### src/rtl/mem_stage_pkg.sv
// Shared types and helpers for the MEM stage: memory-op encodings, FSM states,
// and op classification.
package mem_stage_pkg;

    localparam int unsigned REG_W      = 32;
    localparam int unsigned REG_ADDR_W = 5;
    localparam int unsigned MEMOP_W    = 4;

    typedef enum logic [MEMOP_W-1:0] {
        MEM_NOP = 4'd0,
        MEM_LB  = 4'd1,
        MEM_LH  = 4'd2,
        MEM_LW  = 4'd3,
        MEM_LBU = 4'd4,
        MEM_LHU = 4'd5,
        MEM_SB  = 4'd6,
        MEM_SH  = 4'd7,
        MEM_SW  = 4'd8
    } memop_e;

    typedef enum logic [1:0] {
        ST_IDLE   = 2'd0,
        ST_ACCESS = 2'd1,
        ST_DONE   = 2'd2
    } state_e;

    // Encodings 9..15 are not memory ops and fall through as NOP.
    function automatic logic op_is_mem(input logic [MEMOP_W-1:0] op);
        return (op >= 4'd1) && (op <= 4'd8);
    endfunction

    function automatic logic op_is_load(input memop_e op);
        return (op == MEM_LB) || (op == MEM_LH) || (op == MEM_LW) ||
               (op == MEM_LBU) || (op == MEM_LHU);
    endfunction

    function automatic logic [2:0] op_bytes(input memop_e op);
        case (op)
            MEM_LH, MEM_LHU, MEM_SH: return 3'd2;
            MEM_LW, MEM_SW:          return 3'd4;
            default:                 return 3'd1;
        endcase
    endfunction

endpackage

### src/rtl/mem_stage_ld_ext.sv
// Load extender: turns the assembled little-endian byte buffer into the
// sign- or zero-extended register value for the given load op.
module mem_ld_ext
    import mem_stage_pkg::*;
(
    input  logic [REG_W-1:0] i_buf,
    input  memop_e           i_op,
    output logic [REG_W-1:0] o_data
);

    always_comb begin
        o_data = '0;
        case (i_op)
            MEM_LB:  o_data = {{24{i_buf[7]}}, i_buf[7:0]};
            MEM_LH:  o_data = {{16{i_buf[15]}}, i_buf[15:0]};
            MEM_LW:  o_data = i_buf;
            MEM_LBU: o_data = {24'd0, i_buf[7:0]};
            MEM_LHU: o_data = {16'd0, i_buf[15:0]};
            default: o_data = '0;
        endcase
    end

endmodule

### src/rtl/mem_stage.sv
// MEM stage: passes ALU results through, and runs loads/stores byte-serially
// over an 8-bit RAM port while stalling the pipeline.
module mem_stage
    import mem_stage_pkg::*;
#(
    parameter int unsigned RAM_ADDR_W = 17
) (
    input  logic                  clk,
    input  logic                  rst,
    input  logic [REG_ADDR_W-1:0] wd_i,
    input  logic                  wreg_i,
    input  logic [REG_W-1:0]      wdata_i,
    input  logic [MEMOP_W-1:0]    memop_i,
    input  logic [REG_W-1:0]      maddr_i,
    input  logic [REG_W-1:0]      sdata_i,
    output logic [REG_ADDR_W-1:0] wd_o,
    output logic                  wreg_o,
    output logic [REG_W-1:0]      wdata_o,
    output logic                  stall_req_o,
    output logic [RAM_ADDR_W-1:0] ram_addr_o,
    output logic                  ram_wr_o,
    output logic [7:0]            ram_dout_o,
    input  logic [7:0]            ram_din_i
);

    state_e                r_state;
    state_e                w_next_state;
    logic [2:0]            r_cnt;
    memop_e                r_op;
    logic [RAM_ADDR_W-1:0] r_addr;
    logic [REG_W-1:0]      r_sdata;
    logic [REG_ADDR_W-1:0] r_wd;
    logic                  r_wreg;
    logic [REG_W-1:0]      r_buf;

    logic                  w_in_is_mem;
    logic                  w_is_load;
    logic [2:0]            w_n;
    logic [REG_W-1:0]      w_ext;
    logic                  w_unused_addr;

    assign w_in_is_mem   = op_is_mem(memop_i);
    assign w_is_load     = op_is_load(r_op);
    assign w_n           = op_bytes(r_op);
    assign w_unused_addr = ^maddr_i[REG_W-1:RAM_ADDR_W];

    mem_ld_ext u_ld_ext (
        .i_buf  (r_buf),
        .i_op   (r_op),
        .o_data (w_ext)
    );

    always_ff @(posedge clk) begin
        if (rst) begin
            r_state <= ST_IDLE;
            r_cnt   <= '0;
            r_op    <= MEM_NOP;
            r_addr  <= '0;
            r_sdata <= '0;
            r_wd    <= '0;
            r_wreg  <= 1'b0;
            r_buf   <= '0;
        end else begin
            r_state <= w_next_state;
            case (r_state)
                ST_IDLE: begin
                    if (w_in_is_mem) begin
                        r_op    <= memop_e'(memop_i);
                        r_addr  <= maddr_i[RAM_ADDR_W-1:0];
                        r_sdata <= sdata_i;
                        r_wd    <= wd_i;
                        r_wreg  <= wreg_i;
                        r_cnt   <= '0;
                        r_buf   <= '0;
                    end
                end
                ST_ACCESS: begin
                    r_cnt <= r_cnt + 3'd1;
                    // Read data lags its address by one cycle, so cycle c fills byte c-1.
                    for (int unsigned k = 0; k < 4; k++) begin
                        if (w_is_load && (r_cnt == 3'(k + 1)))
                            r_buf[8*k +: 8] <= ram_din_i;
                    end
                end
                default: r_cnt <= '0;
            endcase
        end
    end

    always_comb begin
        w_next_state = r_state;
        wd_o         = '0;
        wreg_o       = 1'b0;
        wdata_o      = '0;
        stall_req_o  = 1'b0;
        ram_addr_o   = '0;
        ram_wr_o     = 1'b0;
        ram_dout_o   = '0;
        if (!rst) begin
            case (r_state)
                ST_IDLE: begin
                    wd_o    = wd_i;
                    wdata_o = wdata_i;
                    if (w_in_is_mem) begin
                        stall_req_o  = 1'b1;
                        w_next_state = ST_ACCESS;
                    end else begin
                        wreg_o = wreg_i;
                    end
                end
                ST_ACCESS: begin
                    stall_req_o = 1'b1;
                    wd_o        = r_wd;
                    if (r_cnt < w_n)
                        ram_addr_o = r_addr + {{(RAM_ADDR_W-3){1'b0}}, r_cnt};
                    if (w_is_load) begin
                        if (r_cnt == w_n)
                            w_next_state = ST_DONE;
                    end else begin
                        ram_wr_o   = 1'b1;
                        ram_dout_o = r_sdata[{r_cnt[1:0], 3'b000} +: 8];
                        if (r_cnt == w_n - 3'd1)
                            w_next_state = ST_DONE;
                    end
                end
                ST_DONE: begin
                    wd_o         = r_wd;
                    w_next_state = ST_IDLE;
                    if (w_is_load) begin
                        wreg_o  = r_wreg;
                        wdata_o = w_ext;
                    end
                end
                default: w_next_state = ST_IDLE;
            endcase
        end
    end

endmodule

### config.mk
export PLATFORM = sky130hd
export DESIGN_NAME = mem_stage
export DESIGN_NICKNAME = d
export VERILOG_FILES = /design/src/rtl/mem_stage_pkg.sv /design/src/rtl/mem_stage_ld_ext.sv /design/src/rtl/mem_stage.sv
export SDC_FILE = /design/constraint.sdc
export NUM_CORES = 1
export LEC_CHECK = 0
export CAP_MARGIN = 20
export CORE_MARGIN = 2
export CORE_UTILIZATION = 30
export DETAILED_ROUTE_END_ITERATION = 6
export PLACE_DENSITY = 0.67
export SLEW_MARGIN = 25
export SYNTH_ARGS = -nofsm -noshare
export SYNTH_HDL_FRONTEND = slang
export SYNTH_HIERARCHICAL = 1
export SYNTH_SLANG_ARGS = --single-unit
### constraint.sdc
create_clock -name clk -period 3.4 [get_ports clk]
set_input_delay 0.85 -clock clk [delete_from_list [all_inputs] [get_ports clk]]
set_output_delay 0.85 -clock clk [all_outputs]
set_load 0.005 [all_outputs]
# Word level (Yosys, flattened, before mapping)

Index checks and enable logic that the tools add are counted.
W data, S select, Z words.

Shift-type cells: 1
Equal/unequal tests: 22
Order comparisons: 3
Muxes and demuxes: 36
Div/mod/pow operators: 0
$mul: 0
Reduce and logical (&&, ||, !) cells: 20
$add $sub $neg: 3
Bitwise gates (word level): 0

Operators with widths:

| kind                 | number |
|---|---|
| $pmux W32 S5         | 1 |
| $pmux W32 S2         | 2 |
| $mux W32             | 3 |
| $mux W8              | 7 |
| $mux W17             | 3 |
| $shiftx A32 B6 Y8    | 1 |
| $add A17 B3 Y17      | 1 |
| $reduce_and A3 Y1    | 5 |
| $eq A4 B3 Y1 const B | 3 |
| $pmux W3 S2          | 2 |
| $ne A2 B2 Y1 const B | 5 |
| $pmux W5 S2          | 1 |
| $eq A4 B2 Y1 const B | 2 |
| $mux W1              | 8 |
| $mux W2              | 4 |
| $eq A3 B2 Y1 const B | 2 |
| $eq A3 B3 Y1         | 2 |
| $ne A3 B3 Y1 const B | 2 |
| $logic_and A1 B1 Y1  | 5 |
| $mux W5              | 1 |
| $eq A4 B1 Y1 const B | 1 |
| $eq A4 B4 Y1 const B | 1 |
| $ge A4 B1 Y1 const B | 1 |
| $le A4 B4 Y1 const B | 1 |
| 16 further kinds     | 21 |

Output and inout bits: 65
RAM bits: 0
Latch bits: 0
Memory bits (read-only): 0
Bits of input ports: 116
Register bits: 96
Logic and storage cells: 96
Memories: 0

# Longest topological paths before layout

Gate-level depths: netlist of run 1.

Depth in word-level cells: 8
Gate-level depth with buffers: 10
Gate-level depth less buffers: 9

# Hierarchy

Netlist of run 1, hierarchy kept.

Modules (own cells, without submodules):

| module     | area an instance (µm²) | cells an instance | sequential area each (µm²) | instances |
|---|---|---|---|---|
| mem_stage  | 4984.8                 | 627               | 1921.8                     | 1 |
| mem_ld_ext | 362.8                  | 47                | 0.0                        | 1 |

# Least setup slack after synthesis of run 1

Ideal clock, no wire load.

Path kind: in2out
Start point: input port memop_i[0]
End point: output port stall_req_o
Required time: 2.550 ns
Setup slack: 0.530 ns
Arrival time: 2.020 ns
Buffers on the path: 1
Stages: 5
Cells stage by stage: o31a_1 > nor3_4 > clkbuf_1 > nor2_1 > nor2_1

Cells in the longest elaborated chain, start to end: 5
Elaborated cells on any way between the ends: 6
Those cells by class: 2 x order compare; 3 x mux; 1 x reduce/logical

Ends and longest elaborated chain:

| what                                         | line                | RTL |
|---|---|---|
| from (decl)                                  | mem_stage.sv:13     | `input logic [MEMOP_W-1:0] memop_i,` |
| $ge A4 B1 Y1 or $le A4 B4 Y1 (tied branches) | mem_stage_pkg.sv:29 | `return (op >= 4'd1) && (op <= 4'd8);` |
| $logic_and A1 B1 Y1 (*)                      | mem_stage_pkg.sv:29 |  |
| $mux W1 (*)                                  | mem_stage.sv:104    | `if (w_in_is_mem) begin` |
| $pmux W1 S2 (*)                              | mem_stage.sv:100    | `case (r_state)` |
| $mux W1 (*)                                  | mem_stage.sv:99     | `if (!rst) begin` |
| to (decl)                                    | mem_stage.sv:19     | `output logic stall_req_o,` |

Every way passes the cells marked *; elsewhere a longest branch is shown, timed or not.

# Final worst setup path of run 1

Start point: register r_cnt[0]
End point: output port ram_addr_o[16]

Cells in the longest elaborated chain, start to end: 4
Elaborated cells on any way between the ends: 5
Those cells by class: 1 x add/sub; 1 x order compare; 3 x mux

Ends and longest elaborated chain:

| what                                            | line                               | RTL |
|---|---|---|
| from (decl)                                     | mem_stage.sv:28                    | `logic [2:0] r_cnt;` |
| from (signal assigned)                          | mem_stage.sv:78                    | `r_cnt <= r_cnt + 3'd1;` |
| $add A17 B3 Y17 or $lt A3 B3 Y1 (tied branches) | mem_stage.sv:115, mem_stage.sv:114 |  |
| $mux W17 (*)                                    | mem_stage.sv:114                   | `if (r_cnt < w_n)` |
| $mux W17 (*)                                    | mem_stage.sv:100                   |  |
| $mux W17 (*)                                    | mem_stage.sv:99                    |  |
| to (decl)                                       | mem_stage.sv:20                    | `output logic [RAM_ADDR_W-1:0] ram_addr_o,` |

Marked as above.

==> results of run 1 <==
## layout make-up
cell class | count | area [µm²] | area share [%]
Clock buffer | 9 | 225 | 2.91
Clock inverter | 7 | 70.1 | 0.905
Inverter | 13 | 48.8 | 0.630
Timing Repair Buffer | 203 | 1930 | 24.9
Sequential cell | 96 | 1930 | 24.9
Tap cell | 225 | 282 | 3.64
Multi-Input combinational cell | 514 | 3260 | 42.1
## power groups by stage
stage	registers, mW	logic, mW	clock network, mW
final	1.43	1.98	1.01
after global placement	1.45	1.91	0
after global routing	1.46	2.19	1.09
after CTS	1.43	1.94	1.04
after floorplan	1.43	1.22	0
after detailed placement	1.45	1.93	0
## Yosys cell counts (2+ instances only)
| cell | instances | area share [%] |
|---|---|---|
| xnor2_1 | 10 | 1.6 |
| nand2_1 | 130 | 9.1 |
| nor3_1 | 13 | 1.2 |
| and2_1 | 17 | 2.0 |
| nor2b_1 | 3 | 0.35 |
| dfxtp_1 | 96 | 36 |
| nand3_1 | 6 | 0.56 |
| nand3b_1 | 5 | 0.70 |
| xor2_1 | 3 | 0.49 |
| buf_1 | 2 | 0.14 |
| o21ai_0 | 5 | 0.47 |
| nor2_1 | 88 | 6.2 |
| ha_1 | 16 | 3.7 |
| clkbuf_1 | 39 | 2.7 |
| nand2b_1 | 2 | 0.23 |
| nor4_1 | 3 | 0.35 |
| and3_1 | 10 | 1.2 |
| buf_6 | 3 | 0.63 |
| mux4_2 | 8 | 3.4 |
| a22oi_1 | 38 | 5.3 |
| inv_1 | 13 | 0.91 |
| a21o_1 | 28 | 3.9 |
| buf_2 | 7 | 0.66 |
| o2bb2ai_2 | 3 | 0.84 |
| mux2i_1 | 33 | 6.2 |
| a21oi_1 | 67 | 6.3 |
| nand4_1 | 3 | 0.35 |
| or3_1 | 5 | 0.58 |
| nor3b_1 | 2 | 0.28 |
## per-layer routing
layer  up-vias  GRT usage (%)  share of wire (%)
met5         -              0                  0
met4         0           4.24                1.2
met3        19           4.78                7.9
met2       164           27.4                 46
met1      2341           20.6                 45
li1       2643              -                  -
## registers in the layout (all words and copies together), names as in the netlist
name and count:
r_addr 17, r_buf 32, r_cnt 3, r_op 4, r_sdata 32, r_state 2
r_wd 5, r_wreg 1
## kinds of logic after synthesis
logic type | share of synthesized area, %
AND/OR/NAND/NOR | 24.1
AO/OA/AOI/OAI | 19.0
flip-flops | 35.9
buffers and inverters | 5.08
multiplexers | 9.55
adder cells (fa/ha/maj) | 4.12
XOR/XNOR | 2.13
## critical path, delay by kind of cell, from the launching register on
kind	cells	cell delay, ps
buffers and inverters	1	510
XOR/XNOR	1	150
flip-flops	1	330
adder cells (fa/ha/maj)	2	640
AND/OR/NAND/NOR	3	340
AO/OA/AOI/OAI	1	200
## repair_timing
action,in CTS,in global routing
setup endpoints to repair,46,47
setup buffers,2,6
gates resized for setup,35,31
pin swaps,2,4
cloned,0,1
hold buffers,0,0
## worst min path at each step
stage,from,to,slack [ps],depth (start not counted)
floorplan,r_sdata[16],r_sdata[16],430,2
global placement,r_sdata[20],r_sdata[20],440,2
detailed placement,r_sdata[18],r_sdata[18],450,2
CTS,r_sdata[10],r_sdata[10],460,2
global route,r_sdata[9],r_sdata[9],470,2
finish,r_sdata[10],r_sdata[10],460,2
## stage by stage
stage          worst slack [ps]  utilization (%)  cell area, µm²  instances
2_1_floorplan               530                -            5350        674
4_1_cts                  -0.922             43.9            7630       1060
3_5_place_dp               -102             42.0            7290       1042
5_1_grt                   -55.4             44.6            7740       1067
3_3_place_gp               -110             42.0            7290       1042
6_report                   35.3             44.6            7740       1067
==> flow_summary.toml, run 1 <==
[critical_path]
maximum_fanout_count_along_the_critical_path = 8
setup.worst_path.start_class = "flop"
regToRegEndpoint = "r_buf[19]"
required_ps = 2550
ff2ff_setup_slack_ps = 890
worst_ep_arrival_time_ps = 2510
startpoint = "r_cnt[0]"
cp_endpoint_kind = "primary output"
timing.setup.critical_path_class = "flop to primary output"
crit_path_end = "ram_addr_o[16]"
worst_r2r_path_depth = 9
crit-reg2reg-launch = "r_state[1]"
crit_chain = "ha_1, fa_1, a21o_1, nand2b_2, nor4_2, xnor2_1, nor2_2, clkdlybuf4s50_1"
worst_path_max_delay_cell = "clkdlybuf4s50_1"
max_stage_delay_ps = 510

[worst_hold_path]
timing.hold.worst.class = "flop to flop"

[pwr]
ir_drop_mv = 0.253
clock_power_share_pct = 22.9
leakage_dissipation_nw = 3.27
power.density_mw_per_mm2 = 572
power.total_mw = 4.42
power_switching_mw = 1.65
share_seq_of_total_power_pct = 32.4
intPower_mw = 2.78
combinationalPowerShare_pct = 44.7
netSwitchingFraction_pct = 37.2

[finish]
final_net_count = 970
layout.cells.most_common_list = "143 x clkdlybuf4s50_1, 130 x nand2_1, 91 x dfxtp_1, 81 x nor2_1, 65 x a21oi_1"
flow.area_growth_from_synthesis_pct = 44.8
drive_gt1_share_pct = 12.1
fillerInstances = 1749
diodes = 0
mostFrequentLayoutCell = "clkdlybuf4s50_1"

[floorplanning]
die-width_um = 138
core_region_area_mm2 = 0.0174
chipHeight_um = 138
die_outline_area_mm2 = 0.0189
starting_density_pct = 30.8
placement_rows = 48
io-pin-count = 181

[timing]
final-setup-viol-count = 0
drv_slew = 0
slew_headroom_pct = 55.7
period_share_pct = 99.0
minimum_hold_slack_ps = 457
achievable-frequency_ghz = 0.297
skew_ps = 6.33
timing.final.crit_period_ps = 3360
rsz_0062_raised_after_global_routing = "yes"
final_hold_viol_count = 0
worstMarginPinSlew_ps = 664
final.setup.tns_ps = 0

[detailed_routing]
wl_um = 15400
antenna_left = 0
post-route-drc-count = 0
routed_wire_length_per_instance_um = 14.5
drt_pre_antenna_iters = 4
detail_route.iter0.violations = 173
num_vias = 5167
dr_vias_cell = 4.84

[yosys]
syn_area_per_cell_um2 = 7.93
synth_cell_type_count = 45
fraction_of_registers_with_async_set_or_reset_after_synthesis_pct = 0
ys_ff_latch = 96
synth_area_mm2 = 0.00535
top_ff_cell_synth = "dfxtp_1"
synth_enable_flop_cells = 0
synthesis.instances = 674
part_of_the_yosys_area_used_for_sequential_elements_pct = 35.9
syn_nets = 807
yosys_warnings = 6

[clocking]
cts_buffer_depth = 2
cts_num_sinks = 96
clock_transition_at_the_registers_of_the_reported_paths_ps = 70
clockRootBuffer = "clkbuf_16"
ctsHtreeMaxLevel = 3
numCtsBuffers = 9
clkLatencyLatePin_ps = 350
tritoncts = "yes"

[place]
gp_congestion = 0.779
portBuffers = 165
detailed_place_hpwl_um = 10700

[global_routing]
grt_pass1_vias = 4930
grt_pass1_wl_um = 24400
global_route.overflow_total = 0
groute.usage.overall_pct = 16.4
grt_antenna_before_repair = 0
pin_count_of_the_biggest_net_entering_global_routing = 63

[job]
number_of_max_capacitance_violations_reported = 0

[status]
outcome = "complete, no violations"
Power figures use the tool's default switching activity.
==> run 2, diff against run 1 <==
Settings changed: CAP_MARGIN 20 to unset, REMOVE_ABC_BUFFERS set to 1.
==> flow_summary.toml, run 2 (synthesized netlist as in run 1, its figures left out) <==
[timing]
final_hold_viol_count = 0
finalWorstSetupSlack_ps = 122
worstMarginPinSlew_ps = 705
final-setup-viol-count = 0
drv_slew = 0
achievable-frequency_ghz = 0.305
rsz_0062_raised_after_global_routing = "no"
minimum_hold_slack_ps = 455
timing.final.crit_period_ps = 3280
period_share_pct = 96.4
skew_ps = 7.60
slew_headroom_pct = 53.0

[floorplanning]
die_outline_area_mm2 = 0.0189
io-pin-count = 181
core_region_area_mm2 = 0.0174
chipHeight_um = 138
starting_density_pct = 30.8
die-width_um = 138
placement_rows = 48

[detailed_routing]
num_vias = 5243
wl_um = 16000
antenna_left = 0
detail_route.iter0.violations = 325
post-route-drc-count = 0
routed_wire_length_per_instance_um = 14.9
drt_pre_antenna_iters = 5
dr_vias_cell = 4.90

[clocking]
cts_num_sinks = 96
cts_hold_repair.buffers = 0
clkLatencyLatePin_ps = 340
clockRootBuffer = "clkbuf_16"
clock_transition_at_the_registers_of_the_reported_paths_ps = 60
numCtsBuffers = 9
tritoncts = "yes"
cts_buffer_depth = 2
ctsHtreeMaxLevel = 3

[pwr]
ir_drop_mv = 0.262
leakage_dissipation_nw = 3.46
power.density_mw_per_mm2 = 569

[worst_hold_path]
worstHoldStart = "r_sdata[31]"
timing.hold.worst.class = "flop to flop"

[critical_path]
maximum_fanout_count_along_the_critical_path = 3
cp_endpoint_kind = "primary output"
worst_ep_arrival_time_ps = 2430
crit-reg2reg-launch = "r_state[1]"
timing.setup.critical_path_class = "primary input to primary output"
required_ps = 2550
startpoint = "memop_i[3]"
setup.worst_path.start_class = "primary input"

[finish]
largestRegisters = "r_buf x32, r_sdata x32, r_addr x17"
diodes = 0
flow.area_growth_from_synthesis_pct = 45.6
drive_gt1_share_pct = 10.5
mostFrequentLayoutCell = "clkdlybuf4s50_1"
final_net_count = 974
layout.cells.most_common_list = "144 x clkdlybuf4s50_1, 130 x nand2_1, 93 x dfxtp_1, 88 x nor2_1, 67 x a21oi_1"

[global_routing]
global_route.overflow_total = 0
grt_antenna_before_repair = 0
grt_pass1_vias = 4802
pin_count_of_the_biggest_net_entering_global_routing = 63
grt_pass1_wl_um = 24900
groute.usage.overall_pct = 16.7

[place]
portBuffers = 165
detailedPlace.worstSlack_ps = -255
gp_congestion = 0.798
detailed_place_hpwl_um = 11100

[status]
outcome = "complete, no violations"

[job]
number_of_max_capacitance_violations_reported = 0
-- run 2: area by class of cell --
cell class / count / area, µm²
clock buffer: 12 / 236
clock inverter: 4 / 45.0
fill: 1748 / 9570
sequential: 96 / 1930
multi-input combinational: 514 / 3210
tap: 225 / 282
timing repair buffer: 207 / 2040
inverter: 13 / 48.8
-- run 2: report_power, final --
part | switching, mW | internal [mW] | total (mW)
logic | 1.03 | 0.966 | 2.00
registers | 0.120 | 1.31 | 1.43
clock network | 0.436 | 0.568 | 1.00
-- run 2: worst paths after layout --
check | end | slack [ps] | cells after the start
hold / removal | r_sdata[31] | 460 | 2
setup reg to reg | r_buf[18] | 900 | 9
setup / recovery | wreg_o | 120 | 6
hold reg to reg | r_sdata[31] | 460 | 2
-- run 2: metrics by stage --
stage / setup TNS (ps) / std cells / power (mW) / utilization [%] / instance area [µm²]
2_1_floorplan: -2960 / 623 / 2.56 / - / 5120
6_report: 0 / 1071 / 4.43 / 44.9 / 7790
3_3_place_gp: -450 / 1044 / 3.38 / 42.2 / 7330
3_5_place_dp: -444 / 1044 / 3.40 / 42.2 / 7330
5_1_grt: 0 / 1071 / 4.74 / 44.9 / 7790
4_1_cts: 0 / 1062 / 4.42 / 44.0 / 7630
-- run 2: repair_timing --
| item | CTS | global route |
|---|---|---|
| endpoints found under the hold margin | 0 | 0 |
| endpoints found under the setup margin | 20 | 54 |
| setup buffers | 2 | 8 |
| pin swaps | 2 | 1 |
| gates cloned | 0 | 1 |
| resized for setup | 12 | 28 |
-- run 2: per-layer routing --
layer | track usage, % | vias up | wire length, µm
li1 | - | 2639 | -
met1 | 23.2 | 2485 | 7480
met2 | 26.3 | 101 | 7620
met3 | 1.84 | 18 | 550
met4 | 6.82 | 0 | 325
met5 | 0 | - | 0
-- run 2: worst max-delay path: stages --
cell             delay [ps]
clkdlybuf4s50_1         490
nor4_4                  330
o21a_2                  250
a22oi_2                  70
nor3_2                  180
dlygate4sd2_1           260
==> run 3, diff against run 2 <==
Settings changed: CORE_ASPECT_RATIO set to 1.1.
==> flow_summary.toml, run 3 (synthesized netlist as in run 1, its figures left out) <==
[critical_path]
timing.setup.critical_path_class = "flop to primary output"
cp_endpoint_kind = "primary output"
maximum_fanout_count_along_the_critical_path = 15
required_ps = 2550
worst_ep_arrival_time_ps = 2490
setup.worst_path.start_class = "flop"

[finish]
fillerInstances = 1825
drive_gt1_share_pct = 9.74
largestRegisters = "r_buf x32, r_sdata x32, r_addr x17"
final_design_area_no_fill_mm2 = 0.00776
layout.cells.most_common_list = "145 x clkdlybuf4s50_1, 130 x nand2_1, 92 x dfxtp_1, 87 x nor2_1, 66 x a21oi_1"
mostFrequentLayoutCell = "clkdlybuf4s50_1"
final_net_count = 970
flow.area_growth_from_synthesis_pct = 45.2
diodes = 0

[floorplanning]
core_region_area_mm2 = 0.0176
die-width_um = 131
io-pin-count = 181
starting_density_pct = 30.4
chipHeight_um = 144
die_outline_area_mm2 = 0.0189
placement_rows = 51

[clocking]
tritoncts = "yes"
ctsHtreeMaxLevel = 3
cts_num_sinks = 96
clock_transition_at_the_registers_of_the_reported_paths_ps = 70
clockRootBuffer = "clkbuf_16"
numCtsBuffers = 9
clkLatencyLatePin_ps = 350
cts_buffer_depth = 2
cts_hold_repair.buffers = 0

[place]
gp_congestion = 0.776
portBuffers = 165
postPlaceCellArea_mm2 = 0.00732
detailed_place_hpwl_um = 10600

[job]
number_of_max_capacitance_violations_reported = 0

[detailed_routing]
num_vias = 5155
detail_route.iter0.violations = 204
antenna_left = 0
drt_pre_antenna_iters = 5
wl_um = 15200
routed_wire_length_per_instance_um = 14.1
post-route-drc-count = 0
dr_vias_cell = 4.77

[pwr]
ir_drop_mv = 0.239
power.density_mw_per_mm2 = 578
leakage_dissipation_nw = 3.37
combinationalPowerShare_pct = 43.6
share_seq_of_total_power_pct = 31.9
power_switching_mw = 1.59
netSwitchingFraction_pct = 35.3
intPower_mw = 2.90
power.total_mw = 4.49
clock_power_share_pct = 24.6

[global_routing]
grt_antenna_before_repair = 0
grt_pass1_wl_um = 24300
pin_count_of_the_biggest_net_entering_global_routing = 70
groute.usage.overall_pct = 16.0
grt_pass1_vias = 4703
global_route.overflow_total = 0

[timing]
skew_ps = 9.01
slew_headroom_pct = 51.0
rsz_0062_raised_after_global_routing = "yes"
worstMarginPinSlew_ps = 735
drv_slew = 0
period_share_pct = 98.2
achievable-frequency_ghz = 0.300
final_hold_viol_count = 0
timing.final.crit_period_ps = 3340
final-setup-viol-count = 0

[status]
outcome = "complete, no violations"

[worst_hold_path]
timing.hold.worst.class = "flop to flop"
-- run 3: changes by cell type in the layout (fill, tap and decap cells not counted), moves of 2 or more --
cell and change:
clkinv_2 -3, dlymetal6s2s_1 -3, inv_6 +3, buf_12 -2
dlygate4sd2_1 +2
-- run 3: layout make-up --
cell class	instances	area [µm²]	area share [%]
clock buffers	11	233	3.00
clock inverters	5	86.3	1.11
inverters	13	48.8	0.629
multi-input cells	514	3190	41.1
flip-flops and latches	96	1930	24.9
well taps	238	298	3.84
repair buffers	203	1980	25.5
-- run 3: power groups by stage --
stage	clock [mW]	sequential, mW	combinational [mW]
floorplan	0	1.44	1.12
global placement	0	1.44	1.93
detailed placement	0	1.45	1.95
CTS	1.14	1.43	1.96
global route	1.19	1.45	2.16
finish	1.10	1.43	1.96
-- run 3: final timing paths --
path	start	endpoint	slack, ps	cells past startpoint
max reg2reg	r_state[0]	r_buf[18]	790	9
min reg2reg	r_sdata[4]	r_sdata[4]	450	2
max	r_op[0]	ram_addr_o[13]	60	10
min	r_sdata[4]	r_sdata[4]	450	2
-- run 3: stage by stage --
step           hold WS [ps]  util, %  setup TNS, ps  instances  setup WS, ps
2_1_floorplan           427        -          -2960        623          -418
3_3_place_gp            439     41.6           -106       1056         -60.1
3_5_place_dp            447     41.6          -99.3       1056         -72.1
4_1_cts                 456     43.6              0       1075          3.69
5_1_grt                 478     44.1           -145       1080         -50.8
6_report                453     44.1              0       1080          62.8
-- run 3: worst max-delay path, cell delays in order (launching register included) --
cell	delay [ps]
dfxtp_4	380
nor2_2	120
nand2_1	60
a21o_1	170
ha_1	280
nor2b_1	130
o21ai_1	110
nand3b_1	100
buf_6	160
nor2_1	110
clkdlybuf4s50_1	510
-- run 3: timing repair --
| action | CTS | global route |
|---|---|---|
| pin swaps | 2 | 0 |
| resized for setup | 17 | 18 |
| gates cloned | 0 | 0 |
| endpoints found under the setup margin | 40 | 18 |
| buffers inserted | 3 | 5 |
-- run 3: layer usage --
layer	vias to the layer above	global-route usage [%]	routed length [µm]
met3	10	3.51	903
met2	142	27.2	7160
met4	0	5.32	176
met5	-	0	0
li1	2645	-	-
met1	2358	20.2	6990
